--- src/rtl/gtx_rx_frame_monitor_if.sv ---
// Bundle of the GTX receive-side inputs and frame/link-status outputs of gtx_rx_frame_monitor.
// The word stream is free-running with no back-pressure; frame_strobe marks the single cycle in which frame_data is new.
interface gtx_rx_frame_monitor_if #(
    parameter int WORD_W = 16,
    parameter int NWORDS = 4,
    parameter int CNT_W  = 16
);
    logic                         ttc_resync;
    logic                         rx_sync_done;
    logic [WORD_W-1:0]            rx_word;
    logic                         rx_kchar;
    logic                         rx_notintable;
    logic                         rx_disperr;
    logic                         en_prbs_test;
    logic                         rx_valid;
    logic                         rx_match;
    logic [(NWORDS-1)*WORD_W-1:0] frame_data;
    logic                         frame_strobe;
    logic [NWORDS-1:0]            cew;
    logic                         link_good;
    logic                         link_bad;
    logic                         link_had_err;
    logic [CNT_W-1:0]             err_count;
    logic [CNT_W-1:0]             notintable_count;
    logic [CNT_W-1:0]             disperr_count;

    modport master (
        output ttc_resync, rx_sync_done, rx_word, rx_kchar, rx_notintable, rx_disperr,
               en_prbs_test, rx_valid, rx_match,
        input  frame_data, frame_strobe, cew, link_good, link_bad, link_had_err,
               err_count, notintable_count, disperr_count
    );

    modport slave (
        input  ttc_resync, rx_sync_done, rx_word, rx_kchar, rx_notintable, rx_disperr,
               en_prbs_test, rx_valid, rx_match,
        output frame_data, frame_strobe, cew, link_good, link_bad, link_had_err,
               err_count, notintable_count, disperr_count
    );
endinterface

--- src/rtl/gtx_rx_frame_monitor.sv ---
// Per-fiber GTX receive framer: K28.5 comma alignment, payload assembly, link FSM and saturating error counters.
// Define GTX_RX_PRBS_CHECK_EN to let err_count count PRBS mismatches while en_prbs_test is high.
module gtx_rx_frame_monitor #(
    parameter int WORD_W      = 16,
    parameter int NWORDS      = 4,
    parameter int CNT_W       = 16,
    parameter int LOCK_FRAMES = 8,
    parameter int BAD_FRAMES  = 4
) (
    input  logic                  rx_clk160,
    input  logic                  gtx_rx_reset,
    gtx_rx_frame_monitor_if.slave bus,
    output logic [1:0]            dbg_state_o
);
    localparam int PH_W = $clog2(NWORDS);
    localparam int LK_W = $clog2(LOCK_FRAMES + 1);
    localparam int BD_W = $clog2(BAD_FRAMES + 1);
    localparam int PL_W = (NWORDS - 1) * WORD_W;
    localparam logic [PH_W-1:0] PH_LAST = PH_W'(NWORDS - 1);

    typedef enum logic [1:0] {
        ST_IDLE   = 2'd0,
        ST_HUNT   = 2'd1,
        ST_LOCKED = 2'd2
    } state_e;

    state_e            state_q, state_d;
    logic [PH_W-1:0]   phase_q, phase_d, phase_inc;
    logic [LK_W-1:0]   lock_cnt_q, lock_cnt_d;
    logic [BD_W-1:0]   bad_cnt_q, bad_cnt_d;
    logic              frame_bad_q, frame_bad_d;
    logic [PL_W-1:0]   shadow_q, shadow_d;
    logic [PL_W-1:0]   frame_data_q;
    logic              frame_strobe_q, frame_strobe_d;
    logic [NWORDS-1:0] cew_q, cew_d;
    logic              link_bad_q, link_had_err_q;
    logic [CNT_W-1:0]  err_cnt_q, ni_cnt_q, de_cnt_q;

    logic comma, word_err, active, last_phase;
    logic bad_frame, lost_lock, err_inc;

    assign comma      = bus.rx_kchar && (bus.rx_word[7:0] == 8'hBC);
    assign word_err   = bus.rx_notintable || bus.rx_disperr;
    assign active     = (state_q != ST_IDLE);
    assign last_phase = (phase_q == PH_LAST);
    assign phase_inc  = last_phase ? '0 : phase_q + 1'b1;

    function automatic logic [CNT_W-1:0] sat_inc(input logic [CNT_W-1:0] v, input logic en);
        return (en && (v != '1)) ? v + 1'b1 : v;
    endfunction

    always_ff @(posedge rx_clk160 or posedge gtx_rx_reset) begin
        if (gtx_rx_reset) begin
            state_q     <= ST_IDLE;
            phase_q     <= '0;
            lock_cnt_q  <= '0;
            bad_cnt_q   <= '0;
            frame_bad_q <= 1'b0;
        end else begin
            state_q     <= state_d;
            phase_q     <= phase_d;
            lock_cnt_q  <= lock_cnt_d;
            bad_cnt_q   <= bad_cnt_d;
            frame_bad_q <= frame_bad_d;
        end
    end

    always_comb begin
        state_d     = state_q;
        phase_d     = phase_q;
        lock_cnt_d  = lock_cnt_q;
        bad_cnt_d   = bad_cnt_q;
        frame_bad_d = frame_bad_q;
        bad_frame   = 1'b0;
        lost_lock   = 1'b0;
        case (state_q)
            ST_IDLE: begin
                phase_d    = '0;
                lock_cnt_d = '0;
                bad_cnt_d  = '0;
                if (bus.rx_sync_done) state_d = ST_HUNT;
            end
            ST_HUNT: begin
                bad_cnt_d   = '0;
                frame_bad_d = word_err;
                // lock_cnt == 0 means searching: any comma anywhere starts a candidate alignment.
                if (lock_cnt_q == '0) begin
                    if (comma) begin
                        phase_d    = PH_W'(1);
                        lock_cnt_d = LK_W'(1);
                    end else begin
                        phase_d = '0;
                    end
                end else begin
                    phase_d = phase_inc;
                    if (phase_q == '0) begin
                        if (comma) begin
                            lock_cnt_d = lock_cnt_q + 1'b1;
                        end else begin
                            lock_cnt_d = '0;
                            phase_d    = '0;
                        end
                    end
                end
                if (lock_cnt_d == LK_W'(LOCK_FRAMES)) state_d = ST_LOCKED;
            end
            ST_LOCKED: begin
                phase_d = phase_inc;
                if (phase_q == '0) frame_bad_d = !comma || word_err;
                else               frame_bad_d = frame_bad_q || word_err;
                if (last_phase) begin
                    bad_frame = frame_bad_q || word_err;
                    bad_cnt_d = bad_frame ? bad_cnt_q + 1'b1 : '0;
                    if (bad_cnt_d == BD_W'(BAD_FRAMES)) begin
                        state_d    = ST_HUNT;
                        lost_lock  = 1'b1;
                        lock_cnt_d = '0;
                        bad_cnt_d  = '0;
                        phase_d    = '0;
                    end
                end
            end
            default: state_d = ST_IDLE;
        endcase
        if (!bus.rx_sync_done) begin
            state_d     = ST_IDLE;
            phase_d     = '0;
            lock_cnt_d  = '0;
            bad_cnt_d   = '0;
            frame_bad_d = 1'b0;
        end
    end

    always_comb begin
        shadow_d       = shadow_q;
        frame_strobe_d = 1'b0;
        cew_d          = active ? ({{(NWORDS-1){1'b0}}, 1'b1} << phase_q) : '0;
        if (state_q == ST_LOCKED) begin
            if (phase_q != '0) shadow_d[(int'(phase_q) - 1) * WORD_W +: WORD_W] = bus.rx_word;
            frame_strobe_d = last_phase;
        end
    end

    always_ff @(posedge rx_clk160 or posedge gtx_rx_reset) begin
        if (gtx_rx_reset) begin
            shadow_q       <= '0;
            frame_data_q   <= '0;
            frame_strobe_q <= 1'b0;
            cew_q          <= '0;
        end else begin
            shadow_q       <= shadow_d;
            frame_strobe_q <= frame_strobe_d;
            cew_q          <= cew_d;
            // The last payload word lands in frame_data in the same edge it lands in the shadow.
            if (frame_strobe_d) frame_data_q <= shadow_d;
        end
    end

`ifdef GTX_RX_PRBS_CHECK_EN
    assign err_inc = bus.en_prbs_test
                   ? (active && (phase_q == '0) && bus.rx_valid && !bus.rx_match)
                   : bad_frame;
`else
    logic prbs_unused;
    assign prbs_unused = ^{bus.en_prbs_test, bus.rx_valid, bus.rx_match};
    assign err_inc     = bad_frame;
`endif

    always_ff @(posedge rx_clk160 or posedge gtx_rx_reset) begin
        if (gtx_rx_reset) begin
            err_cnt_q      <= '0;
            ni_cnt_q       <= '0;
            de_cnt_q       <= '0;
            link_bad_q     <= 1'b0;
            link_had_err_q <= 1'b0;
        end else if (bus.ttc_resync) begin
            err_cnt_q      <= '0;
            ni_cnt_q       <= '0;
            de_cnt_q       <= '0;
            link_bad_q     <= 1'b0;
            link_had_err_q <= 1'b0;
        end else begin
            err_cnt_q <= sat_inc(err_cnt_q, err_inc);
            ni_cnt_q  <= sat_inc(ni_cnt_q, active && bus.rx_notintable);
            de_cnt_q  <= sat_inc(de_cnt_q, active && bus.rx_disperr);
            if (lost_lock)           link_bad_q     <= 1'b1;
            if (active && word_err)  link_had_err_q <= 1'b1;
        end
    end

    assign bus.frame_data       = frame_data_q;
    assign bus.frame_strobe     = frame_strobe_q;
    assign bus.cew              = cew_q;
    assign bus.link_good        = (state_q == ST_LOCKED);
    assign bus.link_bad         = link_bad_q;
    assign bus.link_had_err     = link_had_err_q;
    assign bus.err_count        = err_cnt_q;
    assign bus.notintable_count = ni_cnt_q;
    assign bus.disperr_count    = de_cnt_q;
    assign dbg_state_o          = state_q;
endmodule

--- src/flat_wrapper.sv ---
// flat-port wrapper written by rule: the top's interface ports become plain ports
module gtx_rx_frame_monitor_flat 
#(
    parameter int WORD_W      = 16,
    parameter int NWORDS      = 4,
    parameter int CNT_W       = 16,
    parameter int LOCK_FRAMES = 8,
    parameter int BAD_FRAMES  = 4
)
  (rx_clk160, gtx_rx_reset, dbg_state_o, bus_ttc_resync, bus_rx_sync_done, bus_rx_word, bus_rx_kchar, bus_rx_notintable, bus_rx_disperr, bus_en_prbs_test, bus_rx_valid, bus_rx_match, bus_frame_data, bus_frame_strobe, bus_cew, bus_link_good, bus_link_bad, bus_link_had_err, bus_err_count, bus_notintable_count, bus_disperr_count);
  gtx_rx_frame_monitor_if #(.WORD_W(WORD_W), .NWORDS(NWORDS), .CNT_W(CNT_W)) bus_i ();
  input  logic rx_clk160;
  input  logic gtx_rx_reset;
  output logic [1:0] dbg_state_o;
  input wire logic [$bits(bus_i.ttc_resync)-1:0] bus_ttc_resync;
  input wire logic [$bits(bus_i.rx_sync_done)-1:0] bus_rx_sync_done;
  input wire logic [$bits(bus_i.rx_word)-1:0] bus_rx_word;
  input wire logic [$bits(bus_i.rx_kchar)-1:0] bus_rx_kchar;
  input wire logic [$bits(bus_i.rx_notintable)-1:0] bus_rx_notintable;
  input wire logic [$bits(bus_i.rx_disperr)-1:0] bus_rx_disperr;
  input wire logic [$bits(bus_i.en_prbs_test)-1:0] bus_en_prbs_test;
  input wire logic [$bits(bus_i.rx_valid)-1:0] bus_rx_valid;
  input wire logic [$bits(bus_i.rx_match)-1:0] bus_rx_match;
  output wire logic [$bits(bus_i.frame_data)-1:0] bus_frame_data;
  output wire logic [$bits(bus_i.frame_strobe)-1:0] bus_frame_strobe;
  output wire logic [$bits(bus_i.cew)-1:0] bus_cew;
  output wire logic [$bits(bus_i.link_good)-1:0] bus_link_good;
  output wire logic [$bits(bus_i.link_bad)-1:0] bus_link_bad;
  output wire logic [$bits(bus_i.link_had_err)-1:0] bus_link_had_err;
  output wire logic [$bits(bus_i.err_count)-1:0] bus_err_count;
  output wire logic [$bits(bus_i.notintable_count)-1:0] bus_notintable_count;
  output wire logic [$bits(bus_i.disperr_count)-1:0] bus_disperr_count;
  assign bus_i.ttc_resync = bus_ttc_resync;
  assign bus_i.rx_sync_done = bus_rx_sync_done;
  assign bus_i.rx_word = bus_rx_word;
  assign bus_i.rx_kchar = bus_rx_kchar;
  assign bus_i.rx_notintable = bus_rx_notintable;
  assign bus_i.rx_disperr = bus_rx_disperr;
  assign bus_i.en_prbs_test = bus_en_prbs_test;
  assign bus_i.rx_valid = bus_rx_valid;
  assign bus_i.rx_match = bus_rx_match;
  assign bus_frame_data = bus_i.frame_data;
  assign bus_frame_strobe = bus_i.frame_strobe;
  assign bus_cew = bus_i.cew;
  assign bus_link_good = bus_i.link_good;
  assign bus_link_bad = bus_i.link_bad;
  assign bus_link_had_err = bus_i.link_had_err;
  assign bus_err_count = bus_i.err_count;
  assign bus_notintable_count = bus_i.notintable_count;
  assign bus_disperr_count = bus_i.disperr_count;
  gtx_rx_frame_monitor #(.WORD_W(WORD_W), .NWORDS(NWORDS), .CNT_W(CNT_W), .LOCK_FRAMES(LOCK_FRAMES), .BAD_FRAMES(BAD_FRAMES)) u_core (.rx_clk160(rx_clk160), .gtx_rx_reset(gtx_rx_reset), .bus(bus_i), .dbg_state_o(dbg_state_o));
endmodule
--- config.mk ---
export PLATFORM = sky130hd
export DESIGN_NAME = gtx_rx_frame_monitor_flat
export DESIGN_NICKNAME = d
export VERILOG_FILES = /design/src/rtl/gtx_rx_frame_monitor_if.sv /design/src/rtl/gtx_rx_frame_monitor.sv /design/src/flat_wrapper.sv
export SDC_FILE = /design/constraint.sdc
export NUM_CORES = 1
export LEC_CHECK = 0
export BUFFER_PORTS_ARGS = -buffer_cell sky130_fd_sc_hd__buf_4
export CORE_MARGIN = 4
export CORE_UTILIZATION = 56
export DETAILED_ROUTE_END_ITERATION = 16
export HOLD_SLACK_MARGIN = 0.08
export PLACE_DENSITY = 0.86
export REMOVE_ABC_BUFFERS = 1
export SLEW_MARGIN = 40
export SYNTH_ARGS = -nofsm -noshare
export SYNTH_HDL_FRONTEND = slang
export SYNTH_SLANG_ARGS = --single-unit
--- constraint.sdc ---
create_clock -name rx_clk160 -period 5.5 [get_ports rx_clk160]
set_clock_uncertainty 0.1 [all_clocks]
set_input_delay 0 -clock rx_clk160 [delete_from_list [all_inputs] [get_ports rx_clk160]]
set_output_delay 0 -clock rx_clk160 [all_outputs]
set_load 0.01 [all_outputs]
==> results.md, run 1 <==
- Via count: 5678
- Synth-to-Final Area Change: 26.2%
- Ys Warns: 0
- DRT Wirelength: 17200 µm
- Leak Pwr: 4.40 nW
- Core ar.: 12700 µm²
- Gr ovfl total: 0
- Unrepaired setup endpoints after global routing: no
- Number of global-route vias before repair: 5964
- Status: completed
- MaxCap Viol Count: 0
- Clock slew at reported path FFs: 0.06 ns
- Critical path endpoint category: flop
- Row count: 41
- Hold Buf Count CTS: 25
- Seq cells post-synth: 163
- Die area: 15000 µm²
- Final Non-Filler Cells: 1017
- Port bufs: 128
- Clk buf depth: 2
- TritonCTS clock tree: yes
- Final Max Slew Viols: 0
- H-tree levels: 4
- Starting density of the core: between 50 and 60%
- Wire per inst: 17.0 µm
- Final min period: 3.50 ns
- Commonest non-fill, non-tap cell in the layout: nand2_1
- Antenna diode count: 0
- Resized cells post-CTS: 0
- Worst Path Max Fanout: 17
- Crit path kind: reg -> reg
- Relative slew slack: 44.5%
- Skew-Pair Late Insertion Delay: 0.42 ns
- Peak supply drop: about 0.2 mV
- Drt drc: 0
- PwrDens: just under 300 nW/µm²
- Placed insts: 960
- First-pass GRT wire length: 29000 µm
- Final setup fails: 0
- Worst EP required: 5.76 ns
- Minimum hold slack: 0.137 ns
- DR vias/cell: 5.58
- DP HPWL: 11300 µm
- Root buffer cell: clkbuf_16
- Hold Fails Final Rpt: 0
- Worst path arrival time: 3.76 ns
- CTS sink cnt: 163
- Detailed Routing Iterations Pass 1: 6
- Type of the tightest min-delay check: in -> async
- Asr flop ratio synth: 100%
- Initial antenna violation count: 0
- Worst-margin pin slew: 0.832 ns
- Pin count of the biggest net entering global routing: 95
- Most frequent cells in the layout: nand2_1, dfrtp_1, buf_4
- Cells after Synth: about 700
- Sequential fraction of the synthesis area: between 50% and 60%
- Ports: 132
- DRC violation total after the first TritonRoute iteration: 319
- Primary FF master, synth: dfrtp_1
- Die Ht: 122 µm
- Distinct cells, synth: slightly below 60
- Worst Setup Start Kind: flop
- Layout cells sized above 1: a little under a quarter
- Fmax: about 0.29 GHz
- Final Wtd Congestion: 0.830
- Die X: 122 µm
- Total GRT Usage: 24.3%
- # nets final: 876
- Final Cycle Share: 63.7%
- Setup TNS: 0 ns
- Mean Syn Cell Area: 10.7 µm²
- Setup repair bufs after CTS: 0
- Number of synthesized flops with an enable pin: 0
- Post-Syn Area: 7330 µm²
- CTS Buf Count: 17
- Final ANT Viol Nets: 0
registers in the layout, indices dropped and copies added (netlist names):
name and flops:
u_core.lock_cnt_q 4, u_core.bus.notintable_count 16, u_core.bus.err_count 16, u_core.bus.frame_data 48, u_core.phase_q 2, u_core.bus.link_had_err 1
u_core.bus.cew 4, u_core.bad_cnt_q 3, u_core.bus.frame_strobe 1, u_core.dbg_state_o 2, u_core.bus.disperr_count 16, u_core.bus.link_bad 1
u_core.frame_bad_q 1, u_core.shadow_q 48
where the power goes:
group,total [mW],internal [mW],switching (mW)
Combinational,0.317,0.129,0.188
Sequential,1.26,1.22,0.0313
Clock,1.18,0.716,0.466
synthesized netlist by cell type (5+ instances only):
master | n | share of area (%)
mux2i_1 | 5 | 0.68
xor2_1 | 39 | 4.7
inv_1 | 9 | 0.46
and4_1 | 6 | 0.72
a22o_1 | 39 | 4.7
xnor2_1 | 8 | 0.96
nand4_1 | 19 | 1.6
dfrtp_1 | 163 | 56
ha_1 | 18 | 3.1
nand3_1 | 20 | 1.4
nand2_1 | 174 | 8.9
nor2b_1 | 6 | 0.51
a22o_4 | 10 | 2.4
o21ai_0 | 11 | 0.75
and3_1 | 7 | 0.60
clkbuf_1 | 18 | 0.92
a21oi_1 | 9 | 0.61
nor2_1 | 59 | 3.0
cell type report:
class | count | area [µm²]
Multi-Input combinational cell | 484 | 3080
Clock buffer | 24 | 492
Sequential cell | 163 | 4080
Tap cell | 172 | 215
Clock inverter | 8 | 100
Timing Repair Buffer | 157 | 1240
Fill cell | 886 | 3470
Inverter | 9 | 41.3
kinds of logic (layout without fill, tap and decap cells):
| family | Yosys count | in the layout | synth area share, % |
|---|---|---|---|
| AND/OR/NAND/NOR | 320 | 320 | 20.4 |
| flip-flops | 163 | 163 | 55.7 |
| AO/OA/AOI/OAI | 91 | 91 | 11.6 |
| XOR/XNOR | 48 | 48 | 5.84 |
| buffers and inverters | 39 | 198 | 2.46 |
| adder cells (fa/ha/maj) | 18 | 18 | 3.07 |
| multiplexers | 7 | 7 | 0.990 |
per-layer routing:
layer	part of all wire, %	GRT usage (%)	vias to the layer above
met2	50	41.3	199
met3	6.7	6.54	28
li1	-	-	2635
met4	1.7	8.12	0
met1	42	30.3	2816
met5	0	0	-
per-stage QoR:
stage               cell area (µm²)  total power [mW]  worst slack (ns)  util [%]
global placement               8390              1.55              2.16      65.9
global route                   9250              2.86              1.76      72.7
CTS                            9240              2.77              2.03      72.7
detailed placement             8400              1.57              2.06      66.0
floorplan                      7180              1.45             0.995         -
finish                         9250              2.75              2.00      72.7
final timing paths:
check                      slack [ns]                     endpoint                 startpoint  cells after the start
setup / recovery                 2.00     u_core.bus.frame_data[7]          u_core.phase_q[0]                      8
hold / removal                   0.14  u_core.bus.disperr_count[2]               gtx_rx_reset                      3
setup reg to reg                 2.00     u_core.bus.frame_data[7]          u_core.phase_q[0]                      8
hold reg to reg                  0.37    u_core.bus.frame_data[37]  u_core.bus.frame_data[37]                      2
max in group asynchronous        4.09    u_core.bus.frame_data[35]               gtx_rx_reset                      4
min in group rx_clk160           0.29          u_core.shadow_q[18]             bus_rx_word[2]                      3
worst max-delay path: stages, from the launching register on:
cell and delay, ns:
dfrtp_1 0.53, inv_1 0.22, ha_1 0.44, and2b_2 0.36, nand2_1 0.48, nor2_2 0.85
a22o_1 0.28, nand2_1 0.08, nand2_1 0.10
Note: power is estimated with default switching activity, not from simulation.
==> run 2: changes to the inputs <==
Clock period 5.5 ns to 3.3 ns, I/O delays scaled along.
==> results.md, run 2 (same netlist as run 1, synthesis figures left out) <==
- Ports: 132
- Root buffer cell: clkbuf_16
- Met1 usage: 30.4%
- Crit-path max cell delay: 0.52 ns
- Clk buf depth: 2
- Synth-to-Final Area Change: 27.1%
- Detailed Routing Iterations Pass 1: 5
- Crit path kind: reg -> reg
- CTS sink cnt: 163
- M2 GR Usage: 40.6%
- Drt drc: 0
- DR vias/cell: 5.54
- CP Depth: 9
- DP HPWL: approximately 11000 µm
- Worst Path Max Fanout: 17
- Wire per inst: 16.9 µm
- H-tree levels: 4
- Worst Setup Start Kind: flop
- R2R depth: 9
- Relative slew slack: 52.2%
- Most frequent cells in the layout: nand2_1, dfrtp_1, buf_4
- Leak Pwr: 4.41 nW
- Worst-path cell chain: inv_1 > ha_1 > and2b_2 > nand2_4 > nor4b_4 > buf_4 > a22o_1 > nand2_1 > nand2_1
- Crit path buffers/inverters: 2
- Final Max Slew Viols: 0
- Clock Power Share: 44.5%
- Unrepaired setup endpoints after global routing: no
- Pin count of the biggest net entering global routing: 106
- Final Cycle Share: 86.3%
- Via count: roughly 5.7k
- Die Ht: 122 µm
- DRC violation total after the first TritonRoute iteration: between 300 and 400
- TritonCTS clock tree: yes
- PwrDens: between 500 and 600 nW/µm²
- Final min period: 2.85 ns
- Placed insts: 964
- Fmax: roughly 0.35 GHz
- Worst-margin pin slew: 0.717 ns
- DP Area: around 8400 µm²
- Port bufs: 128
- Starting density of the core: 57.6%
- CP most frequent cell: nand2_1
- Type of the tightest min-delay check: in -> async
- Die area: around 15000 µm²
- Final setup fails: 0
- Row count: 41
- MaxCap Viol Count: 0
- Skew-Pair Late Insertion Delay: 0.43 ns
- Critical R2R Launch: u_core.phase_q[0]
- Worst EP required: 3.56 ns
- Hold Fails Final Rpt: 0
- Critical path endpoint category: flop
- Internal power: approximately 3.5 mW
- First-pass GRT wire length: 28200 µm
- Number of global-route vias before repair: 5681
- DRT Wirelength: 17300 µm
- Final Non-Filler Cells: just over 1k
- Layout cells sized above 1: about a quarter
- Sw Ratio: 24.9%
- Final Wtd Congestion: 0.862
- Final ANT Viol Nets: 0
- Peak supply drop: 0.365 mV
- Commonest non-fill, non-tap cell in the layout: nand2_1
- Setup TNS: 0 ns
- Total GRT Usage: 23.9%
- Gate power share: between 10% and 20%
- Worst r2r dst: u_core.bus.frame_data[29]
- # nets final: a little under 900
- Cell family with most CP delay: simple AND/OR/NAND/NOR gates
- Core ar.: ~13000 µm²
- Setup repair bufs after CTS: 0
- Antenna diode count: 0
- Die X: 122 µm
- Critical-path top delay cell: dfrtp_1
- Minimum hold slack: 0.173 ns
- Switching Power: 1.17 mW
- M3 GR Usage: 5.81%
- Status: completed
- Sequential share of power: 44.3%
- GR peak layer: met2
- Clock slew at reported path FFs: 0.07 ns
- Reg2Reg Setup Slack: 0.45 ns
- Resized cells post-CTS: 0
- CTS Buf Count: 17
- Gr ovfl total: 0
- Post-route cell area: 9320 µm²
- Initial antenna violation count: 0
- Worst path arrival time: a little over 3 ns
## run 2: cell types whose count changed in the layout (fill, tap and decap cells not counted), moves of 2 or more
cell / change
buf_4: +4
clkbuf_8: -3
bufinv_16: +2
clkinv_2: -2
inv_6: +2
## run 2: power by group through the flow
stage               Combinational (mW)  Sequential (mW)  Clock, mW
floorplan                        0.281             2.13          0
global placement                 0.463             2.12          0
detailed placement               0.484             2.13          0
CTS                              0.528             2.09       2.12
global route                     0.583             2.10       2.22
finish                           0.530             2.09       2.10
## run 2: layout make-up
class | instances | area (µm²)
fill | 887 | 3400
timing repair buffer | 161 | 1280
sequential | 163 | 4080
multi-input combinational | 484 | 3070
clock inverter | 11 | 175
tap | 172 | 215
inverter | 9 | 41.3
clock buffer | 21 | 450
## run 2: worst reg2reg max path: cells and delay by family (launching register included)
kind                     cells  cell delay, ns
AND/OR/NAND/NOR              5            1.02
flip-flops                   1            0.52
buffers and inverters        2            0.52
adder cells (fa/ha/maj)      1            0.43
AO/OA/AOI/OAI                1            0.20
## run 2: routing by layer
metal / vias up / wire, µm
li1: 2646 / -
met1: 2782 / 7030
met2: 201 / 8730
met3: 27 / 1260
met4: 0 / 286
met5: - / 0
## run 2: repair_timing
action | 4_1_cts | 5_1_grt
hold endpoints to repair | 261 | 0
setup endpoints to repair | 0 | 0
hold buffers | 25 | 0
## run 2: worst max path at each step
| stage | endpoint | slack [ns] | startpoint |
|---|---|---|---|
| after floorplan | u_core.bad_cnt_q[0] | -1.20 | gtx_rx_reset |
| after global placement | u_core.bus.frame_data[27] | 0.59 | u_core.phase_q[0] |
| after detailed placement | u_core.bus.frame_data[26] | 0.47 | u_core.phase_q[0] |
| after CTS | u_core.bus.frame_data[29] | 0.44 | u_core.phase_q[0] |
| after global routing | u_core.bus.frame_data[29] | 0.22 | u_core.phase_q[0] |
| final | u_core.bus.frame_data[29] | 0.45 | u_core.phase_q[0] |
## run 2: metrics by stage
step / utilization, % / total power [mW] / worst slack [ns]
detailed placement: 66.4 / 2.61 / 0.473
CTS: 73.2 / 4.74 / 0.441
global placement: 66.3 / 2.59 / 0.588
floorplan: - / 2.41 / -1.20
finish: 73.2 / 4.72 / 0.451
global route: 73.2 / 4.90 / 0.219
==> run 3: changes to the inputs <==
Settings changed: CELL_PAD_IN_SITES_DETAIL_PLACEMENT from default to 1, CELL_PAD_IN_SITES_GLOBAL_PLACEMENT from default to 1, CORE_UTILIZATION 56 to 44.
==> results.md, run 3 (same netlist as run 1, synthesis figures left out) <==
- Peak supply drop: 0.408 mV
- Critical-path top delay cell: dfrtp_1
- Worst Setup Start Kind: flop
- Worst Setup EP: u_core.bus.frame_data[26]
- Root buffer cell: clkbuf_16
- Antenna diode count: 0
- Row count: 46
- Hold Fails Final Rpt: 0
- Die X: approximately 140 µm
- MaxCap Viol Count: 0
- Setup TNS: 0 ns
- Final Wtd Congestion: 0.767
- H-tree levels: 4
- Synth-to-Final Area Change: 26.6%
- Wire per inst: 18.8 µm
- Skew-Pair Late Insertion Delay: 0.42 ns
- Crit path kind: reg -> reg
- Layout cells sized above 1: 23.6%
- Worst r2r dst: u_core.bus.frame_data[26]
- Ports: 132
- Final min period: ~2.9 ns
- Initial antenna violation count: 0
- Resized cells post-CTS: 0
- Clk buf depth: 2
- Worst EP required: 3.56 ns
- DRC violation total after the first TritonRoute iteration: around 300
- Type of the tightest min-delay check: in -> async
- Port bufs: 128
- Final Cycle Share: 87.3%
- CTS Buf Count: 17
- Final ANT Viol Nets: 0
- Post-Route Utilization: a little under three fifths
- Starting density of the core: 45.5%
- Setup repair bufs after CTS: 0
- First-pass GRT wire length: 33300 µm
- CTS sink cnt: 163
- # nets final: 880
- Status: completed
- Worst-margin pin slew: between 0.6 and 0.7 ns
- Total GRT Usage: 22.5%
- Detailed Routing Iterations Pass 1: 4
- Final Max Slew Viols: 0
- Commonest non-fill, non-tap cell in the layout: nand2_1
- Die area: around 19000 µm²
- Fillers: 1759
- Worst path arrival time: 3.14 ns
- Reg2Reg Setup Slack: 0.42 ns
- CP most frequent cell: nand2_1
- Minimum hold slack: around 0.15 ns
- TritonCTS clock tree: yes
- Unrepaired setup endpoints after global routing: no
- Hold Buf Count CTS: 25
- DP HPWL: 13200 µm
- Worst-path cell chain: inv_1 > ha_1 > and2b_2 > nand2_4 > nor4b_4 > buf_4 > a22o_1 > nand2_1 > nand2_1
- Crit path from: u_core.phase_q[0]
- PwrDens: ~480 nW/µm²
- Drt drc: 0
- Critical path endpoint category: flop
- Leak Pwr: 4.38 nW
- DR vias/cell: 5.36
- Final Non-Filler Cells: roughly 1.1k
- Via count: 5707
- Core ar.: 16100 µm²
- Crit-path max cell delay: 0.54 ns
- Final setup fails: 0
- Most frequent cells in the layout: nand2_1, dfrtp_1, buf_4
- Fmax: ~0.35 GHz
- R2R depth: 9
- Worst Path Max Fanout: 17
- Critical R2R Launch: u_core.phase_q[0]
- Number of global-route vias before repair: 6344
- Clock slew at reported path FFs: roughly 0.070 ns
- Die Ht: 137 µm
- Pin count of the biggest net entering global routing: 91
- Placed insts: slightly above 1k
- Relative slew slack: 55.5%
- Gr ovfl total: 0
- DRT Wirelength: 20000 µm
-- run 3: how the worst min path moves through the flow --
stage | startpoint | end | slack [ns] | depth (start not counted)
after floorplan | bus_ttc_resync | u_core.bus.notintable_count[12] | -0.04 | 1
after global placement | gtx_rx_reset | u_core.bus.frame_strobe | 0.06 | 2
after detailed placement | gtx_rx_reset | u_core.bus.frame_strobe | 0.08 | 2
after CTS | gtx_rx_reset | u_core.bus.disperr_count[3] | 0.19 | 3
after global routing | gtx_rx_reset | u_core.bus.frame_data[2] | 0.22 | 3
final | gtx_rx_reset | u_core.bus.disperr_count[2] | 0.15 | 3
-- run 3: critical path, delay by kind of cell, from the launching register on --
kind,cells,cell delay [ns]
flip-flops,1,0.54
buffers and inverters,2,0.54
AO/OA/AOI/OAI,1,0.21
AND/OR/NAND/NOR,5,0.99
adder cells (fa/ha/maj),1,0.43
-- run 3: layer usage --
layer / up-vias / share of wire [%] / wire length [µm] / global-route usage [%]
met1: 2900 / 41 / 8280 / 27.6
li1: 2631 / - / - / -
met4: 0 / 1.7 / 337 / 6.87
met2: 150 / 51 / 10300 / 39.9
met5: - / 0 / 0 / 0
met3: 26 / 5.5 / 1100 / 4.52
-- run 3: layout make-up --
type,instances,area [µm²],share of cell area (%)
Inverter,9,38.8,0.418
Timing Repair Buffer,161,1280,13.8
Multi-Input combinational cell,484,3070,33.1
Sequential cell,163,4080,43.9
Tap cell,216,270,2.91
Clock inverter,11,78.8,0.849
Clock buffer,21,460,4.96
-- run 3: where the power goes --
group / leakage [nW] / internal, mW / switching [mW]
clock: 0.264 / 1.01 / 0.818
sequential: 2.02 / 2.04 / 0.0538
combinational: 2.09 / 0.216 / 0.315
-- run 3: through the flow --
stage / total power [mW] / worst slack (ns) / instance area, µm²
finish: 4.45 / 0.420 / 9280
global route: 4.66 / 0.203 / 9280
CTS: 4.50 / 0.403 / 9280
detailed placement: 2.63 / 0.430 / 8490
global placement: 2.60 / 0.536 / 8490
floorplan: 2.41 / -1.20 / 7180
